$ cat src/rtl/instruction_fetch.sv
// Single-outstanding-request instruction fetch stage with a one-entry skid register.
// Optional delivered-instruction counter enabled by FETCH_COUNT_EN.
module instruction_fetch #(
   parameter logic [31:0] RESET_PC = 32'h0000_0000
) (
   input  logic        clk,
   input  logic        reset,
   output logic        imemReq,
   output logic [31:0] imemAddr,
   input  logic        imemValid,
   input  logic [31:0] imemData,
   input  logic        stall,
   input  logic        redirect,
   input  logic [31:0] redirectPc,
   output logic [31:0] instruction,
   output logic [31:0] pc,
   output logic        valid
`ifdef FETCH_COUNT_EN
   ,
   output logic [31:0] fetchCount
`endif
);

   localparam int unsigned XLEN = 32;
   localparam logic [XLEN-1:0] NOP = 32'h0000_0013;

   typedef enum logic [1:0] {
      FETCH = 2'd0,
      FULL  = 2'd1,
      DRAIN = 2'd2
   } state_e;

   state_e          state_q, state_d;
   logic [XLEN-1:0] fetch_pc_q, fetch_pc_d;
   logic [XLEN-1:0] addr_q, addr_d;
   logic            req_q, req_d;
   logic [XLEN-1:0] instr_q, instr_d;
   logic [XLEN-1:0] pc_q, pc_d;
   logic            valid_q, valid_d;
   logic [XLEN-1:0] skid_instr_q, skid_instr_d;
   logic [XLEN-1:0] skid_pc_q, skid_pc_d;

   // State and datapath registers
   always_ff @(posedge clk or posedge reset) begin
      if (reset) begin
         state_q      <= FETCH;
         fetch_pc_q   <= RESET_PC;
         addr_q       <= RESET_PC;
         req_q        <= 1'b0;
         instr_q      <= NOP;
         pc_q         <= '0;
         valid_q      <= 1'b0;
         skid_instr_q <= NOP;
         skid_pc_q    <= '0;
      end else begin
         state_q      <= state_d;
         fetch_pc_q   <= fetch_pc_d;
         addr_q       <= addr_d;
         req_q        <= req_d;
         instr_q      <= instr_d;
         pc_q         <= pc_d;
         valid_q      <= valid_d;
         skid_instr_q <= skid_instr_d;
         skid_pc_q    <= skid_pc_d;
      end
   end

   // Next-state logic; redirect overrides stall in every state
   always_comb begin
      state_d      = state_q;
      fetch_pc_d   = fetch_pc_q;
      req_d        = req_q;
      instr_d      = instr_q;
      pc_d         = pc_q;
      valid_d      = stall ? valid_q : 1'b0;
      skid_instr_d = skid_instr_q;
      skid_pc_d    = skid_pc_q;

      if (redirect) begin
         valid_d    = 1'b0;
         fetch_pc_d = redirectPc & ~32'h0000_0003;
         req_d      = 1'b1;
         if (req_q && !imemValid) state_d = DRAIN;
         else                     state_d = FETCH;
      end else begin
         case (state_q)
            FETCH: begin
               req_d = 1'b1;
               if (req_q && imemValid) begin
                  fetch_pc_d = fetch_pc_q + 32'd4;
                  if (!valid_q || !stall) begin
                     instr_d = imemData;
                     pc_d    = fetch_pc_q;
                     valid_d = 1'b1;
                  end else begin
                     skid_instr_d = imemData;
                     skid_pc_d    = fetch_pc_q;
                     req_d        = 1'b0;
                     state_d      = FULL;
                  end
               end
            end
            FULL: begin
               if (!stall) begin
                  instr_d = skid_instr_q;
                  pc_d    = skid_pc_q;
                  valid_d = 1'b1;
                  req_d   = 1'b1;
                  state_d = FETCH;
               end
            end
            DRAIN: begin
               if (imemValid) state_d = FETCH;
            end
            default: state_d = FETCH;
         endcase
      end

      // The in-flight address must stay put while a stale response drains
      addr_d = (state_d == DRAIN) ? addr_q : fetch_pc_d;
   end

   assign imemReq     = req_q;
   assign imemAddr    = addr_q;
   assign instruction = instr_q;
   assign pc          = pc_q;
   assign valid       = valid_q;

`ifdef FETCH_COUNT_EN
   logic [XLEN-1:0] count_q;

   // Counts words accepted by the downstream stage
   always_ff @(posedge clk or posedge reset) begin
      if (reset) count_q <= '0;
      else if (valid_q && !stall && !redirect) count_q <= count_q + 32'd1;
   end

   assign fetchCount = count_q;
`endif

endmodule
$ cat config.mk
export PLATFORM = sky130hd
export DESIGN_NAME = instruction_fetch
export DESIGN_NICKNAME = d
export VERILOG_FILES = /design/src/rtl/instruction_fetch.sv
export SDC_FILE = /design/constraint.sdc
export NUM_CORES = 1
export LEC_CHECK = 0
export ABC_CLOCK_PERIOD_IN_PS = 7610
export BUFFER_PORTS_ARGS = -buffer_cell sky130_fd_sc_hd__buf_4
export CAP_MARGIN = 20
export CORE_ASPECT_RATIO = 0.7
export CORE_UTILIZATION = 38
export DETAILED_ROUTE_END_ITERATION = 8
export HOLD_SLACK_MARGIN = 0.05
export PLACE_DENSITY = 0.65
export SLEW_MARGIN = 20
export SYNTH_ARGS = -nofsm -noshare
export SYNTH_HDL_FRONTEND = slang
export SYNTH_SLANG_ARGS = --single-unit
$ cat constraint.sdc
create_clock -name clk -period 7.61 [get_ports clk]
set_input_delay 1.1415 -clock clk [delete_from_list [all_inputs] [get_ports clk]]
set_output_delay 1.1415 -clock clk [all_outputs]
set_load 0.05 [all_outputs]
==> metrics, run 1 <==
antenna violations before repair=0; # IOs=167; first-pass GRT wire length=32300 µm; Worst Path Required=7.98 ns; Int Power=2.02 mW; switching share of power=0.350; Sink Count=196; vias in the first global route=5845; register bit total from synthesis=196; Reg2Reg Depth=6; Max Clock Freq=0.266 GHz; crit share post-route=0.494; Cell Area, Synth=8570 µm²; Hold Path Depth=2; largest net degree at the start of global routing=126; Setup CP Type=input port to register; DR vias=5951; DR top layer=met4; max_slew headroom=0.378; post-synthesis xor/xnor area fraction=0.0296; Placer Congestion=0.784; post-synthesis compound-gate area fraction=0.0765; met3 WL post-DR=1370 µm; max-cap violations=0; Pins Over Slew Limit=0; status=finished clean; final wirelength=20100 µm; Die Ht=128 µm; setup_tns=0 ns; H-Tree Depth=4; final number of setup-violating endpoints=0; Hold Buf Count CTS=0; Max clock buf depth=2; mux cell area share after synthesis=0.184; Seq/Total Area, Yosys=0.573; cell count after synthesis=738; Initial Utilization=0.391; Die Width=182 µm; Core Rows=45; synth warn=0; unrepaired setup endpoints after global routing=false; post-synthesis async set-or-reset flop share=1.00; CP Launch Type=input port; core area=21900 µm²; WHS=0.478 ns; Worst-Margin Slew=0.924 ns; switching pwr=1.09 mW; layout cells sized above 1=0.343; sequential power share=0.442; die area=23200 µm²; worst min-delay path category=register to register; nets=951; First-pass DRT Iterations=4; remaining antenna violation count=0; Total GRT Usage=0.182; post-synthesis adder-cell area fraction=0.00146; R2R Setup Slk=4.43 ns; met1 wire length=10600 µm; Finished Cell Area=10600 µm²; Placement Cell Area=10000 µm²; Mapped Avg Cell Area=11.6 µm²; Max VDD drop=0.172 mV; Final HPWL DP=13300 µm; met2 routed WL=7960 µm; clk root buf=clkbuf_16; main combinational cell family by area after synthesis=multiplexers; Vias/cell=5.06; final hold vios=0; P per Cell Area=292 nW/µm²; synth unique cells=39; Clock Skew=0.0121 ns; total gr overflow=0; clock share of power=0.295; post-synthesis simple-gate area fraction=0.110; Resized Gates After CTS=0; total inserted antenna cells=0; total power=3.11 mW; DRC viols=0; clk slew on worst S/H paths=0.07 ns; Critical Path Sink Type=register; total setup buffers inserted after CTS=0; crit path max fanout=43; Fillers=2017; Post-Syn Nets=808; Post-synth EDFFs=0; worst skew pair latency=0.44 ns; Synth Flop Type=dfrtp_1; CTS Buf Count=17; crit path time final=3.76 ns; average wire per standard cell=17.1 µm; Comb pwr share=0.263; Port Buffers=164; Layout area overhead=24.0%; CP arrival=4.13 ns; CTS tree=built; DR iter-0 viols=369; leakage=4.75 nW
-- synthesized netlist by cell type (10+ instances only) --
master / n / share of area
a21oi_1: 18 / 0.011
a221o_1: 10 / 0.012
and3_1: 15 / 0.011
buf_2: 17 / 0.0099
clkbuf_1: 28 / 0.012
dfrtp_1: 190 / 0.55
mux2_2: 84 / 0.11
mux2i_1: 63 / 0.074
nand2_1: 104 / 0.046
nor2_1: 29 / 0.013
o21ai_0: 80 / 0.047
xnor2_1: 15 / 0.015
xor2_1: 14 / 0.014
-- critical path: stages --
cell and delay [ns]:
buf_4 0.36, or3b_2 0.20, a21o_1 0.10, buf_4 0.35, clkinv_1 0.74, nor2_2 0.94, a221o_2 0.29
-- layout by cell type (no fill, tap or decap), types with 2 or more instances in the layout --
master,netlist,final
a21oi_1,18,18
a221o_1,10,10
and3_1,15,15
buf_4,0,171
bufinv_16,0,2
clkbuf_16,0,17
clkinvlp_4,0,4
dfrtp_1,190,190
dfstp_2,6,6
inv_1,4,3
inv_6,0,6
mux2_2,84,84
mux2i_1,63,63
nand2_1,104,103
nand3_1,8,8
nand4_1,9,9
nor2_1,29,29
nor2b_1,3,2
nor3_1,9,9
nor4_1,7,7
nor4_2,2,2
o21ai_0,80,80
o31ai_1,5,5
or4_4,2,2
xnor2_1,15,15
xor2_1,14,14
-- stage by stage --
step | setup WS, ns | cells | utilization
after floorplan | 1.14 | 738 | -
after global placement | 3.40 | 1144 | 0.458
after detailed placement | 3.35 | 1144 | 0.458
after CTS | 3.81 | 1176 | 0.485
after global routing | 3.63 | 1176 | 0.485
final | 3.85 | 1176 | 0.485
-- power groups by stage --
stage / registers, mW / logic, mW / clock network, mW
3_3_place_gp: 1.39 / 0.815 / 0
5_1_grt: 1.40 / 0.873 / 0.986
6_report: 1.37 / 0.818 / 0.917
3_5_place_dp: 1.39 / 0.826 / 0
2_1_floorplan: 1.69 / 0.248 / 0
4_1_cts: 1.37 / 0.827 / 0.946
-- flip-flops by register name, summed over array words and instances (netlist names) --
register and flops:
fetch_pc_q 32, imemAddr 32, imemReq 1, instruction 32, pc 32, skid_instr_q 32, skid_pc_q 32, state_q 2
valid 1
-- path summary, 6_finish.rpt --
kind                                           start                    endpoint
worst min register to register    pc[15]$_DFFE_PP0P_          pc[15]$_DFFE_PP0P_
min in group asynchronous                      reset  instruction[3]$_DFFE_PP0P_
max in group asynchronous                      reset   skid_pc_q[24]$_DFFE_PP0P_
worst min-delay path              pc[15]$_DFFE_PP0P_          pc[15]$_DFFE_PP0P_
worst max register to register  state_q[1]$_DFF_PP0_    imemAddr[22]$_DFFE_PP0P_
worst max-delay path                        redirect    imemAddr[22]$_DFFE_PP0P_
-- routing by layer --
layer / GRT usage / vias to the layer above
met5: 0 / -
met4: 0.0499 / 0
met3: 0.0469 / 13
met2: 0.243 / 190
met1: 0.285 / 2872
li1: - / 2876
-- cell type report --
class                           instances  area (µm²)  area share
Sequential cell                       196        4910       0.462
Multi-Input combinational cell        490        3460       0.325
Timing Repair Buffer                  171        1280       0.121
Clock buffer                           18         429      0.0404
Tap cell                              282         353      0.0332
Clock inverter                         14         168      0.0158
Inverter                                5        26.3     0.00247
-- cells by family (layout without fill, tap and decap cells) --
group / after synthesis / after routing
AO/OA/AOI/OAI: 116 / 116
flip-flops: 196 / 196
buffers and inverters: 52 / 208
AND/OR/NAND/NOR: 197 / 197
multiplexers: 147 / 147
adder cells (fa/ha/maj): 1 / 1
XOR/XNOR: 29 / 29
(Power assumes the default switching activity.)
==> inputs of run 2 (changes only) <==
Settings changed: ABC_CLOCK_PERIOD_IN_PS 7610 to 3500.
Clock period 7.61 ns to 3.5 ns, I/O delays scaled along.
==> metrics, run 2 (same netlist as run 1, synthesis figures left out) <==
status=finished clean; H-Tree Depth=4; average wire per standard cell=17.3 µm; Finished Cell Area=10800 µm²; Worst Path Required=3.88 ns; Resized Gates After CTS=0; layout cells sized above 1=0.352; total power=6.76 mW; core area=21900 µm²; # IOs=167; Final HPWL DP=14300 µm; setup_tns=0 ns; Port Buffers=164; Core Rows=45; CP Launch Type=register; Pins Over Slew Limit=0; DR iter-0 viols=373; first-pass GRT wire length=32900 µm; Setup CP Type=register to register; Placement Cell Area=10200 µm²; Sink Count=196; Layout area overhead=25.4%; max_slew headroom=0.430; Worst-Margin Slew=0.847 ns; crit path max fanout=26; nets=962; PnR worst setup slack=0.885 ns; Clock Skew=0.0140 ns; die area=23200 µm²; Max VDD drop=0.341 mV; DP Worst Slack=0.478 ns; R2R Setup Slk=0.89 ns; CP arrival=2.99 ns; Total GRT Usage=0.185; Die Ht=128 µm; most common cell after layout, fill and taps aside=dfrtp_1; First-pass DRT Iterations=5; Critical Path Sink Type=register; WHS=0.244 ns; total inserted antenna cells=0; crit share post-route=0.747; CTS Buf Count=17; final wirelength=20500 µm; P per Cell Area=629 nW/µm²; total gr overflow=0; CTS tree=built; antenna violations before repair=0; Fillers=1951; worst skew pair latency=0.44 ns; leakage=4.82 nW; Critical Path Source=state_q[1]$_DFF_PP0_; max-cap violations=0; largest net degree at the start of global routing=66; vias in the first global route=5839; Max Clock Freq=0.382 GHz; Hold Buf Count CTS=0; clk slew on worst S/H paths=0.07 ns; Initial Utilization=0.391; Vias/cell=5.09; Placer Congestion=0.815; remaining antenna violation count=0; Die Width=182 µm; final hold vios=0; Max clock buf depth=2; DRC viols=0; clk root buf=clkbuf_16; final number of setup-violating endpoints=0; unrepaired setup endpoints after global routing=false; crit path time final=2.61 ns; Crit Reg-Reg Startpoint=state_q[1]$_DFF_PP0_; DR vias=6044; worst min-delay path category=input port to asynchronous set/reset pin; most frequent cells in the layout=dfrtp_1, buf_4, nand2_1; total setup buffers inserted after CTS=0
## run 2: cell count changes in the layout (fill, tap and decap cells not counted), sizes merged
cell      change
buf          +11
inv           +1
bufinv        -1
clkinv        +3
clkbuf        -1
clkinvlp      -2
## run 2: final timing paths
path,endpoint,depth (start not counted)
max,imemAddr[22]$_DFFE_PP0P_,5
min,instruction[29]$_DFFE_PP0P_,2
max reg2reg,imemAddr[22]$_DFFE_PP0P_,5
min reg2reg,instruction[4]$_DFFE_PP1P_,2
max in group asynchronous,fetch_pc_q[23]$_DFF_PP0_,3
min in group clk,fetch_pc_q[4]$_DFF_PP0_,3
## run 2: layer usage
layer | global-route usage | up-vias | wire (µm)
li1 | - | 2894 | -
met1 | 0.285 | 2952 | 10900
met2 | 0.251 | 187 | 8140
met3 | 0.0520 | 11 | 1310
met4 | 0.0464 | 0 | 163
met5 | 0 | - | 0
## run 2: cell type report
cell class,instances,area (µm²),area share
Sequential cell,196,4910,0.457
Multi-Input combinational cell,490,3460,0.322
Timing Repair Buffer,182,1420,0.132
Clock buffer,17,425,0.0396
Tap cell,282,353,0.0328
Clock inverter,15,165,0.0154
Inverter,5,22.5,0.00209
## run 2: report_power, final
group	switching, mW	total [mW]	internal, mW
combinational	1.17	1.80	0.631
sequential	0.287	2.99	2.70
clock	0.958	1.97	1.02
total	2.41	6.76	4.35
## run 2: through the flow
stage                     instances  utilization
final                          1187        0.491
after global routing           1187        0.491
after CTS                      1187        0.491
after detailed placement       1155        0.464
after global placement         1155        0.464
after floorplan                 738            -
## run 2: critical path, cell delays in order (launching register included)
cell,delay (ns)
dfrtp_1,0.47
or3b_2,0.23
a21o_1,0.66
clkinv_1,0.23
nor2_2,0.68
a221o_2,0.29
